==> config.mk <==
export PLATFORM = sky130hd
export DESIGN_NAME = ascon_ti_sbox_sched
export DESIGN_NICKNAME = d
export VERILOG_FILES = /design/src/rtl/ascon_ti_pkg.sv /design/src/rtl/ascon_ti_sbox_col.sv /design/src/rtl/ascon_ti_sbox_sched.sv
export SDC_FILE = /design/constraint.sdc
export NUM_CORES = 2
export LEC_CHECK = 0
export CAP_MARGIN = 20
export CORE_AREA = 8 8 747 749
export DETAILED_ROUTE_END_ITERATION = 7
export DIE_AREA = 0 0 755 757
export GPL_ROUTABILITY_DRIVEN = 0
export GPL_TIMING_DRIVEN = 0
export SLEW_MARGIN = 0
export SYNTH_ARGS = -nofsm -noshare
export SYNTH_HDL_FRONTEND = slang
export SYNTH_SLANG_ARGS = --single-unit
==> constraint.sdc <==
create_clock -name clk -period 48.9 [get_ports clk]
set_input_delay 12.225 -clock clk [delete_from_list [all_inputs] [get_ports clk]]
set_output_delay 12.225 -clock clk [all_outputs]
set_load 0.02 [all_outputs]
==> src/rtl/ascon_ti_pkg.sv <==
// Shared constants, FSM encoding and the unmasked Ascon S-box reference
// used by the 3-share TI substitution-layer scheduler and its benches.
package ascon_ti_pkg;
    localparam int STATE_W    = 320;
    localparam int WORD_W     = 64;
    localparam int NUM_SHARES = 3;

    typedef enum logic [1:0] {
        IDLE  = 2'd0,
        RUN   = 2'd1,
        DRAIN = 2'd2,
        DONE  = 2'd3
    } state_e;

    // Input/output bit 4 is x0, bit 0 is x4.
    localparam logic [4:0] SBOX_LUT [32] = '{
        5'h04, 5'h0b, 5'h1f, 5'h14, 5'h1a, 5'h15, 5'h09, 5'h02,
        5'h1b, 5'h05, 5'h08, 5'h12, 5'h1d, 5'h03, 5'h06, 5'h1c,
        5'h1e, 5'h13, 5'h07, 5'h0e, 5'h00, 5'h0d, 5'h11, 5'h18,
        5'h10, 5'h0c, 5'h01, 5'h19, 5'h16, 5'h0a, 5'h0f, 5'h17
    };

    function automatic logic [4:0] ascon_sbox(input logic [4:0] x);
        return SBOX_LUT[x];
    endfunction
endpackage

==> src/rtl/ascon_ti_sbox_col.sv <==
// Combinational 3-share TI Ascon S-box for one column. Output share k only
// sees input shares k+1 and k+2; the constant-1 (x2 inversion) lives in share 1.
module ascon_ti_sbox_col
    import ascon_ti_pkg::*;
(
    input  logic [4:0] i_s0,
    input  logic [4:0] i_s1,
    input  logic [4:0] i_s2,
    output logic [4:0] o_s0,
    output logic [4:0] o_s1,
    output logic [4:0] o_s2
);
    // Internal vectors are indexed [i] = x_i, the reverse of the port bit order.
    logic [NUM_SHARES-1:0][4:0] w_x, w_a, w_c, w_y, w_out;
    logic [NUM_SHARES-1:0][4:0] w_in;

    assign w_in = {i_s2, i_s1, i_s0};

    always_comb begin
        w_x   = '0;
        w_a   = '0;
        w_c   = '0;
        w_y   = '0;
        w_out = '0;
        for (int s = 0; s < NUM_SHARES; s++) begin
            for (int i = 0; i < 5; i++) w_x[s][i] = w_in[s][4-i];
            w_a[s]    = w_x[s];
            w_a[s][0] = w_x[s][0] ^ w_x[s][4];
            w_a[s][4] = w_x[s][4] ^ w_x[s][3];
            w_a[s][2] = w_x[s][2] ^ w_x[s][1];
        end
        // chi: y_i = a_i ^ a_{i+2} ^ a_{i+1}a_{i+2}, cross products split so share k skips share k
        for (int k = 0; k < NUM_SHARES; k++) begin
            for (int i = 0; i < 5; i++) begin
                w_c[k][i] = w_a[(k+1)%NUM_SHARES][i]
                          ^ w_a[(k+1)%NUM_SHARES][(i+2)%5]
                          ^ (w_a[(k+1)%NUM_SHARES][(i+1)%5] & w_a[(k+1)%NUM_SHARES][(i+2)%5])
                          ^ (w_a[(k+1)%NUM_SHARES][(i+1)%5] & w_a[(k+2)%NUM_SHARES][(i+2)%5])
                          ^ (w_a[(k+2)%NUM_SHARES][(i+1)%5] & w_a[(k+1)%NUM_SHARES][(i+2)%5]);
            end
            w_y[k]    = w_c[k];
            w_y[k][1] = w_y[k][1] ^ w_y[k][0];
            w_y[k][0] = w_y[k][0] ^ w_y[k][4];
            w_y[k][3] = w_y[k][3] ^ w_y[k][2];
            if (k == 1) w_y[k][2] = ~w_y[k][2];
            for (int i = 0; i < 5; i++) w_out[k][4-i] = w_y[k][i];
        end
    end

    assign o_s0 = w_out[0];
    assign o_s1 = w_out[1];
    assign o_s2 = w_out[2];
endmodule

==> src/rtl/ascon_ti_sbox_sched.sv <==
// Column-group scheduler for the 3-share TI Ascon substitution layer, with a
// glitch-isolating register after the S-boxes. ASCON_TI_REMASK_EN adds share refresh via rnd.
module ascon_ti_sbox_sched
    import ascon_ti_pkg::*;
#(
    parameter int COLS_PER_CYC = 8
) (
    input  logic               clk,
    input  logic               rst,
    input  logic               start,
    input  logic [STATE_W-1:0] s0_in,
    input  logic [STATE_W-1:0] s1_in,
    input  logic [STATE_W-1:0] s2_in,
`ifdef ASCON_TI_REMASK_EN
    input  logic [2*5*COLS_PER_CYC-1:0] rnd,
`endif
    output logic               busy,
    output logic               done,
    output logic [STATE_W-1:0] s0_out,
    output logic [STATE_W-1:0] s1_out,
    output logic [STATE_W-1:0] s2_out
);
    localparam int P         = COLS_PER_CYC;
    localparam int NUM_STEPS = WORD_W / P;
    localparam int CNT_W     = (NUM_STEPS > 1) ? $clog2(NUM_STEPS) : 1;

    if (P < 1 || P > WORD_W || (P & (P - 1)) != 0) begin : g_bad_cols
        $error("COLS_PER_CYC must be a power of two in 1..64");
    end

    state_e                                  r_state;
    logic [CNT_W-1:0]                        r_cnt, r_wcnt;
    logic                                    r_wvld;
    logic [NUM_SHARES-1:0][4:0][WORD_W-1:0]  r_w;     // [s][4] is x0
    logic [NUM_SHARES-1:0][4:0][P-1:0]       r_pipe;
    logic [NUM_SHARES-1:0][P-1:0][4:0]       w_col_in, w_col_out, w_mask;
    logic [5:0]                              w_rbase, w_wbase;

    assign w_rbase = 6'(r_cnt) * 6'(P);
    assign w_wbase = 6'(r_wcnt) * 6'(P);

    always_comb begin
        w_col_in = '0;
        for (int s = 0; s < NUM_SHARES; s++)
            for (int c = 0; c < P; c++)
                for (int b = 0; b < 5; b++)
                    w_col_in[s][c][b] = r_w[s][b][w_rbase + 6'(c)];
    end

    for (genvar c = 0; c < P; c++) begin : g_col
        ascon_ti_sbox_col u_col (
            .i_s0 (w_col_in[0][c]),
            .i_s1 (w_col_in[1][c]),
            .i_s2 (w_col_in[2][c]),
            .o_s0 (w_col_out[0][c]),
            .o_s1 (w_col_out[1][c]),
            .o_s2 (w_col_out[2][c])
        );
    end

`ifdef ASCON_TI_REMASK_EN
    // Refresh keeps the XOR of the three shares unchanged.
    always_comb begin
        w_mask = '0;
        for (int c = 0; c < P; c++) begin
            w_mask[0][c] = rnd[5*c +: 5];
            w_mask[1][c] = rnd[5*P + 5*c +: 5];
            w_mask[2][c] = rnd[5*c +: 5] ^ rnd[5*P + 5*c +: 5];
        end
    end
`else
    assign w_mask = '0;
`endif

    always_ff @(posedge clk or posedge rst) begin
        if (rst) begin
            r_state <= IDLE;
            r_cnt   <= '0;
            r_wcnt  <= '0;
            r_wvld  <= 1'b0;
            r_pipe  <= '0;
            r_w     <= '0;
        end else begin
            r_wvld <= (r_state == RUN);
            r_wcnt <= r_cnt;
            if (r_state == RUN)
                for (int s = 0; s < NUM_SHARES; s++)
                    for (int c = 0; c < P; c++)
                        for (int b = 0; b < 5; b++)
                            r_pipe[s][b][c] <= w_col_out[s][c][b] ^ w_mask[s][c][b];
            // Groups are disjoint, so writing back group g never disturbs the read of g+1.
            if (r_wvld)
                for (int s = 0; s < NUM_SHARES; s++)
                    for (int b = 0; b < 5; b++)
                        r_w[s][b][w_wbase +: P] <= r_pipe[s][b];
            case (r_state)
                IDLE: if (start) begin
                    r_w[0]  <= s0_in;
                    r_w[1]  <= s1_in;
                    r_w[2]  <= s2_in;
                    r_cnt   <= '0;
                    r_state <= RUN;
                end
                RUN: begin
                    if (r_cnt == CNT_W'(NUM_STEPS - 1)) r_state <= DRAIN;
                    else                                r_cnt   <= r_cnt + CNT_W'(1);
                end
                DRAIN:   r_state <= DONE;
                DONE:    r_state <= IDLE;
                default: r_state <= IDLE;
            endcase
        end
    end

    assign busy   = (r_state == RUN) || (r_state == DRAIN);
    assign done   = (r_state == DONE);
    assign s0_out = r_w[0];
    assign s1_out = r_w[1];
    assign s2_out = r_w[2];
endmodule
==> implementation parameters <==
Parameter                              Value

Floorplanning
  Placement row count ... 272
  Number of ports placed on the die boundary ... 1,925
  Starting utilization of the core area ... 11.6%
  Core area ... 546,000 um2
  Floorplan die area ... 572,000 um2
  Die height ... 757 um
  DIE WIDTH ... 755 um

Layout
  Nets ... 10,200
  Area of the multi-input gates ... 33,500 um2
  Flip-flop and latch area ... 27,300 um2
  Finished Core Util ... 18.1%
  Layout cells sized above 1 ... 8.66%
  Total of fill cells in the finished design ... 60,900
  Syn-to-layout area delta ... 56.4%
  Final instance area ... 99,000 um2

Clocking
  Clock latency on the worst-skew pair ... 0.89 ns
  Count of instances resized after the clock tree is built ... 0
  Number of buffers added by the clock tree synthesis step ... 151
  Maximum level of the CTS H-tree ... 4
  Post CTS Setup Buffer Count ... 0
  Clock net sink count ... 1,089
  Number of buffers inserted by hold repair at cts ... 0
  Cell at the root of the clock tree ... sky130_fd_sc_hd__clkbuf_16
  Maximum root-to-sink buffer count ... 4
  Reg clk slew, reported paths ... 0.07 ns
  CTS tree ... built

Worst setup path
  Worst Reg-to-Reg Cells ... 16
  Startpoint-to-endpoint class of the critical path ... in2reg
  Bufs and invs on worst path ... 6
  Total number of cells along the worst setup path ... 9
  Ordered cell list for the critical path ... clkdlybuf4s50_1, and2_1, clkbuf_4, clkbuf_2, clkbuf_1, clkbuf_1, clkbuf_1, nand2_1, o21ai_0
  Arr. time, crit path ... 16.74 ns
  Peak fanout along the critical path ... 14
  Cell with the largest stage delay on the worst path ... sky130_fd_sc_hd__clkbuf_1
  Library cell appearing most often on the critical path ... sky130_fd_sc_hd__clkbuf_1
  Critical path launch point type ... input pin
  Worst Path Required ... 49.72 ns
  Maximum single-stage delay on the critical path ... 0.77 ns
  Cell class contributing the biggest share of worst-path delay ... buffers and inverters
  Worst Setup End Kind ... flop

Placed design
  Count of port buffers added during placement ... 1,924
  Detailed placer's ending HPWL ... 698 mm
  Standard cell area after detailed placement ... 93,200 um2

Synthesis
  Total standard cell area after synthesis ... 63,300 um2
  Share of the yosys chip area belonging to registers ... 43.1%
  Mean cell area of the mapped netlist ... 9.07 um2
  EDFF count, synth ... 0
  Share of synthesized registers carrying an async set or reset ... 100%
  Distinct cells, synth ... 58
  Leading register cell type out of synthesis ... sky130_fd_sc_hd__dfrtp_1
  Net count of the mapped netlist ... 7,998
  Total of flip-flops plus latches after synthesis ... 1,089
  Synthesized instance count ... 6,975
  Total number of yosys warnings ... 0

Flow run
  Max cap viols ... 0

Detailed routing
  Residual antenna-violating net count after detailed routing ... 0
  Iteration count of the initial detailed-routing pass ... 8
  # DRC ... 1
  Via count ... 73,100
  Via-to-Cell Ratio ... 4.37
  Iter 0 DRT Violations ... 10,000
  Drt total wl ... 803 mm
  Average wire length per cell after detail routing ... 48.0 um

STA
  Setup violations, final ... 0
  Fraction of the cycle the final worst path needs ... 32.5%
  Final count of hold timing violations ... 0
  Relative slew slack ... 14.4%
  Final worst path period need ... 15.92 ns
  Number of slew-limit violations in the final report ... 0
  Worst Max-Slew Pin Slew ... 1.28 ns
  Worst hold slack after final layout ... 0.439 ns
  Setup repair after global routing missed its margin ... no
  Achievable clock frequency ... 62.8 MHz
  Total negative slack ... 0 ns
  Layout Skew ... 0.0769 ns

Outcome
  Violations in the final reports ... DRC
  Outcome ... finished with violations

Worst hold path
  Type of the most critical hold path ... reg2reg
  Worst hold stages ... 0

Global routing
  Global route total overflow ... 0
  Maximum number of pins on one net before global-route repair ... 113
  Overall global routing resource usage ... 26.9%
  Number of global-route vias before repair ... 69,700
  First-pass GRT wire length ... 958 mm
  Initial antenna violation count ... 378
-- placed cells by master (no fill, tap or decap), types with 11 or more instances in the layout --
master                            Yosys  layout
sky130_fd_sc_hd__clkbuf_1           421     412
sky130_fd_sc_hd__mux2i_1            327     312
sky130_fd_sc_hd__ha_1                60      60
sky130_fd_sc_hd__xnor3_1             70      70
sky130_fd_sc_hd__clkdlybuf4s50_1      0    1924
sky130_fd_sc_hd__bufinv_16            0      15
sky130_fd_sc_hd__buf_6                8      26
sky130_fd_sc_hd__inv_1               55      54
sky130_fd_sc_hd__clkbuf_16            0     153
sky130_fd_sc_hd__mux2_2              88      88
sky130_fd_sc_hd__mux2i_4             24      24
sky130_fd_sc_hd__mux2i_2             14      29
sky130_fd_sc_hd__o21ai_0            979     979
sky130_fd_sc_hd__nor3_1              11      11
sky130_fd_sc_hd__nor2_1             969     966
sky130_fd_sc_hd__mux4_1              40      40
sky130_fd_sc_hd__clkbuf_8             4      31
sky130_fd_sc_hd__buf_2               25      30
sky130_fd_sc_hd__xor2_2              13      13
sky130_fd_sc_hd__clkinv_2             0      15
sky130_fd_sc_hd__clkinvlp_4           0      12
sky130_fd_sc_hd__nor2b_1             25      25
sky130_fd_sc_hd__diode_2              0     196
sky130_fd_sc_hd__a21oi_1            817     817
sky130_fd_sc_hd__xor2_1              38      38
sky130_fd_sc_hd__clkbuf_4             0      13
sky130_fd_sc_hd__nand2_1           1354    1354
sky130_fd_sc_hd__buf_12              10      27
sky130_fd_sc_hd__mux4_2             184     184
sky130_fd_sc_hd__buf_1               52      47
sky130_fd_sc_hd__inv_2               12      12
sky130_fd_sc_hd__buf_16               0      16
sky130_fd_sc_hd__buf_4                7      15
sky130_fd_sc_hd__clkbuf_2             0      22
sky130_fd_sc_hd__maj3_1              19      19
sky130_fd_sc_hd__xnor2_1            174     174
sky130_fd_sc_hd__buf_8                2      35
sky130_fd_sc_hd__dfrtp_1           1089    1089
-- layer usage --
metal / GRT usage, % / share of wire [%]
met1: 27.7 / 34
met2: 40.9 / 43
met3: 16.1 / 15
met4: 18.4 / 8.8
met5: 0.00834 / 0.098
-- cells by family (layout without fill, tap and decap cells) --
group | after synthesis | count (layout) | synth area share, %
AO/OA/AOI/OAI | 1845 | 1845 | 14.8
XOR/XNOR | 307 | 307 | 6.10
adder cells (fa/ha/maj) | 79 | 79 | 1.49
buffers and inverters | 599 | 2882 | 4.12
flip-flops | 1089 | 1089 | 43.1
multiplexers | 679 | 679 | 16.2
other | 0 | 196 | 0
AND/OR/NAND/NOR | 2377 | 2377 | 14.3
-- area by class of cell --
cell class / count / area share (%)
multi-input cells: 5287 / 33.8
flip-flops and latches: 1089 / 27.5
repair buffers: 2016 / 21.0
well taps: 7261 / 9.18
clock buffers: 206 / 4.34
plain buffers: 532 / 2.47
clock inverters: 61 / 0.885
diodes: 196 / 0.495
inverters: 67 / 0.262
-- final timing paths --
check,to,start,slack (ns)
hold reg to reg,r_wcnt[1]$_DFF_PP0_,r_cnt[1]$_DFFE_PP0P_,0.44
max in group asynchronous,s0_out[319]$_DFF_PP0_,rst,34.49
setup / recovery,s2_out[65]$_DFF_PP0_,start,32.98
min in group asynchronous,s2_out[233]$_DFF_PP0_,rst,11.76
hold / removal,r_wcnt[1]$_DFF_PP0_,r_cnt[1]$_DFFE_PP0P_,0.44
setup reg to reg,r_pipe[88]$_DFFE_PP0P_,r_cnt[1]$_DFFE_PP0P_,39.96
-- Yosys cell counts (11+ instances only) --
master                     number  share of area, %
sky130_fd_sc_hd__ha_1          60               1.2
sky130_fd_sc_hd__maj3_1        19              0.30
sky130_fd_sc_hd__xnor3_1       70               2.5
sky130_fd_sc_hd__nor2b_1       25              0.25
sky130_fd_sc_hd__dfrtp_1     1089                43
sky130_fd_sc_hd__mux4_1        40               1.7
sky130_fd_sc_hd__mux2i_2       14              0.30
sky130_fd_sc_hd__inv_1         55              0.33
sky130_fd_sc_hd__nor3_1        11             0.087
sky130_fd_sc_hd__clkbuf_1     421               2.5
sky130_fd_sc_hd__nand2_1     1354               8.0
sky130_fd_sc_hd__mux2_2        88               1.6
sky130_fd_sc_hd__buf_1         52              0.31
sky130_fd_sc_hd__a21oi_1      817               6.5
sky130_fd_sc_hd__nor2_1       969               5.7
sky130_fd_sc_hd__buf_2         25              0.20
sky130_fd_sc_hd__xor2_2        13              0.33
sky130_fd_sc_hd__mux2i_1      327               5.2
sky130_fd_sc_hd__mux2i_4       24              0.85
sky130_fd_sc_hd__inv_2         12             0.071
sky130_fd_sc_hd__mux4_2       184               6.5
sky130_fd_sc_hd__o21ai_0      979               7.7
sky130_fd_sc_hd__xor2_1        38              0.53
sky130_fd_sc_hd__xnor2_1      174               2.4
-- through the flow --
stage	setup WS [ns]	std cells
detailed placement	31.96	16200
finish	32.98	16700
floorplan	6.02	6975
global placement	-10.21	16200
global route	32.91	16600
CTS	32.96	16500
-- registers in the layout, summed over array words and instances, names as in the netlist --
signal	flops
r_wcnt	3
s0_out	320
s1_out	320
r_cnt	3
r_wvld	1
s2_out	320
r_pipe	120
r_state	2
Power is not shown: default switching activity piles up to over one toggle a cycle in this logic, so the estimate is an artifact.
